File: src/rtl/regfile_pkg.sv
// Shared widths, types and helpers for the register-file write-back arbiter.
package regfile_pkg;

   localparam int REG_DATA_WIDTH = 32;
   localparam int REG_DEPTH      = 32;
   localparam int REG_ADDR_WIDTH = $clog2(REG_DEPTH);

   typedef logic [REG_ADDR_WIDTH-1:0] reg_addr_t;
   typedef logic [REG_DATA_WIDTH-1:0] reg_data_t;

   typedef struct packed {
      logic      valid;
      reg_addr_t addr;
      reg_data_t data;
   } wb_req_t;

   // Increment that sticks at all-ones instead of wrapping.
   function automatic logic [15:0] sat_inc16(input logic [15:0] value, input logic inc);
      if (inc && (value != 16'hFFFF)) begin
         return value + 16'd1;
      end else begin
         return value;
      end
   endfunction

endpackage

File: src/rtl/regfile_wb_arbiter_rr_arbiter.sv
// Round-robin arbiter: one-hot grant searching from rr_ptr upward, pointer
// moves past the winner only when a grant is actually taken.
module rr_arbiter
   import regfile_pkg::*;
#(
   parameter int N = 4
) (
   input  logic                 clk,
   input  logic                 rst,
   input  logic [N-1:0]         req,
   input  logic                 en,
   input  logic                 advance,
   output logic [N-1:0]         grant,
   output logic [$clog2(N)-1:0] grant_idx
);

   localparam int            IW       = $clog2(N);
   localparam logic [IW:0]   N_W      = (IW+1)'(N);
   localparam logic [IW-1:0] LAST_IDX = IW'(N - 1);

   logic [IW-1:0] rr_ptr_r;
   logic [IW:0]   cand_s;
   logic          found_s;

   // First requesting index at or after rr_ptr, modulo N.
   always_comb begin
      grant     = '0;
      grant_idx = '0;
      found_s   = 1'b0;
      cand_s    = '0;
      for (int k = 0; k < N; k++) begin
         cand_s = {1'b0, rr_ptr_r} + (IW+1)'(k);
         if (cand_s >= N_W) begin
            cand_s = cand_s - N_W;
         end else begin
            cand_s = cand_s;
         end
         if (en && !found_s && req[cand_s[IW-1:0]]) begin
            grant[cand_s[IW-1:0]] = 1'b1;
            grant_idx             = cand_s[IW-1:0];
            found_s               = 1'b1;
         end else begin
            found_s = found_s;
         end
      end
   end

   // Pointer update: one past the winner, wrapping at N-1.
   always_ff @(posedge clk or posedge rst) begin
      if (rst) begin
         rr_ptr_r <= '0;
      end else if (advance) begin
         rr_ptr_r <= (grant_idx == LAST_IDX) ? '0 : grant_idx + 1'b1;
      end else begin
         rr_ptr_r <= rr_ptr_r;
      end
   end

endmodule

File: src/rtl/regfile_wb_arbiter.sv
// Shares the register-file write port among NUM_REQ producers with a registered
// one-cycle write path. Optional macro REGFILE_ZERO_REG_EN suppresses writes to x0.
module regfile_wb_arbiter
   import regfile_pkg::*;
#(
   parameter int NUM_REQ    = 4,
   parameter int DATA_WIDTH = REG_DATA_WIDTH,
   parameter int DEPTH      = REG_DEPTH
) (
   input  logic                                clk,
   input  logic                                rst,
   input  logic [NUM_REQ-1:0]                  req_valid,
   output logic [NUM_REQ-1:0]                  req_ready,
   input  logic [NUM_REQ*$clog2(DEPTH)-1:0]    req_addr,
   input  logic [NUM_REQ*DATA_WIDTH-1:0]       req_data,
   input  logic                                wb_stall,
   output logic                                wr_enable,
   output logic [$clog2(DEPTH)-1:0]            wr_addr,
   output logic [DATA_WIDTH-1:0]               wr_data,
   output logic [$clog2(NUM_REQ)-1:0]          grant_id,
   output logic [15:0]                         wr_count
);

   localparam int ADDR_WIDTH = $clog2(DEPTH);
   localparam int IDX_WIDTH  = $clog2(NUM_REQ);

   logic                  en_s;
   logic [NUM_REQ-1:0]    grant_s;
   logic [IDX_WIDTH-1:0]  grant_idx_s;
   logic                  grant_valid_s;
   logic [ADDR_WIDTH-1:0] win_addr_s;
   logic [DATA_WIDTH-1:0] win_data_s;
   logic                  commit_s;

   logic                  wr_enable_r;
   logic [ADDR_WIDTH-1:0] wr_addr_r;
   logic [DATA_WIDTH-1:0] wr_data_r;
   logic [IDX_WIDTH-1:0]  grant_id_r;
   logic [15:0]           wr_count_r;

   // Reset also blocks grants so req_ready stays low throughout reset.
   assign en_s = ~rst & ~wb_stall;

   rr_arbiter #(.N(NUM_REQ)) u_rr_arbiter (
      .clk       (clk),
      .rst       (rst),
      .req       (req_valid),
      .en        (en_s),
      .advance   (grant_valid_s),
      .grant     (grant_s),
      .grant_idx (grant_idx_s)
   );

   assign grant_valid_s = |grant_s;
   assign req_ready     = grant_s;

   // Winner mux: sample the granted requester's address and data this cycle.
   always_comb begin
      win_addr_s = req_addr[32'(grant_idx_s)*ADDR_WIDTH +: ADDR_WIDTH];
      win_data_s = req_data[32'(grant_idx_s)*DATA_WIDTH +: DATA_WIDTH];
`ifdef REGFILE_ZERO_REG_EN
      commit_s   = grant_valid_s && (win_addr_s != '0);
`else
      commit_s   = grant_valid_s;
`endif
   end

   // Output register and committed-write counter.
   always_ff @(posedge clk or posedge rst) begin
      if (rst) begin
         wr_enable_r <= 1'b0;
         wr_addr_r   <= '0;
         wr_data_r   <= '0;
         grant_id_r  <= '0;
         wr_count_r  <= 16'd0;
      end else begin
         wr_enable_r <= commit_s;
         wr_count_r  <= sat_inc16(wr_count_r, commit_s);
         if (grant_valid_s) begin
            wr_addr_r  <= win_addr_s;
            wr_data_r  <= win_data_s;
            grant_id_r <= grant_idx_s;
         end else begin
            wr_addr_r  <= wr_addr_r;
            wr_data_r  <= wr_data_r;
            grant_id_r <= grant_id_r;
         end
      end
   end

   assign wr_enable = wr_enable_r;
   assign wr_addr   = wr_addr_r;
   assign wr_data   = wr_data_r;
   assign grant_id  = grant_id_r;
   assign wr_count  = wr_count_r;

endmodule

File: config.mk
export PLATFORM = sky130hd
export DESIGN_NAME = regfile_wb_arbiter
export DESIGN_NICKNAME = d
export VERILOG_FILES = /design/src/rtl/regfile_pkg.sv /design/src/rtl/regfile_wb_arbiter_rr_arbiter.sv /design/src/rtl/regfile_wb_arbiter.sv
export SDC_FILE = /design/constraint.sdc
export NUM_CORES = 1
export LEC_CHECK = 0
export ABC_AREA = 1
export CAP_MARGIN = 20
export CORE_ASPECT_RATIO = 1.75
export CORE_MARGIN = 5
export CORE_UTILIZATION = 47
export CTS_CLUSTER_SIZE = 12
export DETAILED_ROUTE_END_ITERATION = 8
export GPL_ROUTABILITY_DRIVEN = 0
export PLACE_DENSITY = 0.88
export SLEW_MARGIN = 20
export SYNTH_ARGS = -nofsm -noshare
export SYNTH_HDL_FRONTEND = slang
export SYNTH_SLANG_ARGS = --single-unit
File: constraint.sdc
create_clock -name clk -period 6.6 [get_ports clk]
set_input_delay 1.32 -clock clk [delete_from_list [all_inputs] [get_ports clk]]
set_output_delay 1.32 -clock clk [all_outputs]
set_load 0.01 [all_outputs]
==> flow_summary.json <==
{
  "syn_inst": 827,
  "die_w_um": 87.3,
  "utilization_pct": 71.0,
  "path_cells": "clkdlybuf4s50_1 -> nand2_1 -> nand3_1 -> nand2_2 -> nand2_2 -> nor2_2 -> nand2_1 -> nand2_1 -> inv_1 -> nand3_1 -> clkdlybuf4s50_1",
  "crit_path_start_kind": "input pin",
  "cts_buffer_depth": 2,
  "ys_types": 28,
  "worstPathRequired_ns": 5.28,
  "wl_um": 17100,
  "core-area_sq_um": 10200,
  "drive_above_1_share_pct": 3.93,
  "antenna_found_initial": 1,
  "fin_nets": 1177,
  "dr.pass1.iters": 5,
  "nFillCells": 901,
  "critPathKind": "input pin to output port",
  "grt_util_all_layers_pct": 26.7,
  "place_hpwl_um": 12600,
  "cts_hold_buf": 0,
  "max_freq_mhz": 219,
  "final_cells": 1146,
  "areaGrowthSynthToFinish_pct": 48.0,
  "place_inst": 1129,
  "layout_common_cells": "nand2_1, clkdlybuf4s50_1, nand3_1",
  "grt_pass1_wl_um": 26900,
  "wl_per_cell_um": 14.9,
  "final_common_cell": "nand2_1",
  "initial_core_util_pct": 48.0,
  "setup-tns-final_ns": 0,
  "fp-row-count": 49,
  "critical_path.endpoint_type": "output port",
  "syn_nets": 991,
  "ant_nets": 0,
  "yosysWarnings": 0,
  "die_area_sq_um": 12700,
  "cts_max_level": 3,
  "grt_max_degree": 76,
  "p_leak_uw": 0.00397,
  "path_delay_family": "buffers and inverters",
  "irDropWorstVdd_uv": 237,
  "yosysSeqAreaShare_pct": 29.5,
  "post_cts_resized": 0,
  "synthesis.area_sq_um": 4910,
  "hold-worst-slack_ns": 0.475,
  "status": "finished clean",
  "path_clk_slew_ns": 0.05,
  "fin_skew_ns": 0.00514,
  "rsz0062_at_grt": "false",
  "crit_top_cell": "nand2_1",
  "post-route-min-period_ns": 4.57,
  "grt_pass1_vias": 5427,
  "overflow": 0,
  "hold_viol_final": 0,
  "drv_slew": 0,
  "num_io_pins": 215,
  "max_cap_viol_count": 0,
  "insertion_delay_ns": 0.32,
  "worst_pin_slew_ns": 0.791,
  "avgSynthCellArea_sq_um": 5.94,
  "drtIter0Drc": 264,
  "cp_slowest_cell": "clkdlybuf4s50_1",
  "drc": 0,
  "clkSinkCount": 58,
  "hold_path.class": "register to register",
  "slowest_delay_ns": 0.57,
  "max-slew-margin-rel_pct": 47.2,
  "cts_root_buf": "clkbuf_16",
  "port_buffers": 214,
  "num_vias": 5701,
  "ys_ff_latch": 58,
  "cts_buffers": 9,
  "finalSetupViolCount": 0,
  "crit_fanout": 5,
  "power_density_nw_per_um2": 348,
  "fin_crit_sh_pct": 69.2,
  "power_uw": 2530,
  "cts_tree": "yes",
  "die_height_um": 145,
  "cp_num_buf_inv": 3,
  "viasPerCell": 4.97,
  "cp.arrival_ns": 3.25,
  "cts_setup_buffers": 0
}
==> cell usage after synthesis <==
cell type / number / share of area [%]
a21oi_1: 1 / 0.10
buf_1: 1 / 0.076
buf_2: 24 / 2.4
buf_4: 10 / 1.5
buf_6: 6 / 1.4
clkbuf_1: 3 / 0.23
dfrtp_1: 58 / 30
ha_1: 9 / 2.3
inv_1: 165 / 13
inv_2: 4 / 0.31
nand2_1: 309 / 24
nand2_2: 5 / 0.64
nand2_4: 1 / 0.23
nand3_1: 185 / 19
nand3_2: 2 / 0.41
nand3b_1: 1 / 0.15
nand4_1: 5 / 0.64
nor2_1: 12 / 0.92
nor2_2: 4 / 0.51
nor2_4: 1 / 0.23
nor3_1: 2 / 0.20
nor3_2: 1 / 0.20
nor3b_1: 1 / 0.15
nor4_1: 1 / 0.13
o21ai_1: 2 / 0.20
o21bai_1: 1 / 0.15
xnor2_1: 3 / 0.53
xor2_1: 10 / 1.8
==> where the power goes <==
part	total (uW)	leakage (uW)	internal, uW	switching, uW
clock	452	0.000142	289	163
sequential	597	0.000743	499	97.3
combinational	1480	0.00308	601	880
total	2530	0.00397	1390	1140
==> through the flow <==
step / area, sq um / setup WS [ns]
after floorplan: 4910 / 3.19
after global placement: 6980 / 2.07
after detailed placement: 6980 / 2.06
after CTS: 7270 / 2.06
after global routing: 7270 / 1.92
final: 7270 / 2.03
==> layer usage <==
layer / up-vias / global-route usage [%] / part of all wire [%]
li1: 2872 / - / -
met1: 2534 / 28.7 / 36
met2: 233 / 46.7 / 51
met3: 62 / 5.96 / 7.1
met4: 0 / 14.6 / 5.4
met5: - / 0 / 0
==> final cells by class <==
class | instances | area, sq um | area share (%)
antenna | 1 | 2.50 | 0.0344
clock buffer | 10 | 229 | 3.15
clock inverter | 6 | 57.6 | 0.791
inverter | 169 | 634 | 8.72
multi-input combinational | 556 | 2560 | 35.2
sequential | 58 | 1450 | 20.0
tap | 127 | 159 | 2.19
timing repair buffer | 219 | 2180 | 30.0
==> worst register-to-register path: stages, from the launching register on <==
cell,delay [ns]
dfrtp_1,0.53
inv_2,0.19
ha_1,0.40
inv_1,0.13
nand3_1,0.08
nand2_1,0.14
nand3_2,0.13
nor2_4,0.15
nor2_1,0.07
nand2_2,0.06
buf_4,0.56
nand2_2,0.51
buf_4,0.45
nand2_1,0.16
nand3_1,0.07
nand2_1,0.12
nand2_1,0.06
nand2_1,0.08
==> registers in the layout, indices dropped and copies added (netlist names) <==
| signal | count |
|---|---|
| wr_count | 16 |
| u_rr_arbiter.rr_ptr_r | 2 |
| wr_addr | 5 |
| wr_data | 32 |
| grant_id | 2 |
| wr_enable | 1 |
==> logic make-up (layout without fill, tap and decap cells) <==
group           after synthesis  after routing  share of synthesized area, %
xor+xnor                     13             13                          2.32
flops                        58             58                          29.5
other cells                   0              1                             0
buf+inv                     213            404                          18.6
simple gates                530            530                          46.8
compound gates                4              4                         0.458
fa+ha+maj                     9              9                          2.29
==> path summary, 6_finish.rpt <==
check	startpoint	end	slack, ns	cells past startpoint
worst min-delay path	wr_data[0]	wr_data[0]	0.48	2
worst min register to register	wr_data[0]	wr_data[0]	0.48	2
min in group asynchronous	rst	wr_data[26]	1.55	3
max in group asynchronous	rst	wr_data[5]	4.53	3
worst max-delay path	req_valid[2]	req_ready[2]	2.03	11
worst max register to register	u_rr_arbiter.rr_ptr_r[0]	wr_data[13]	2.66	17
Power figures use the tool's default switching activity.
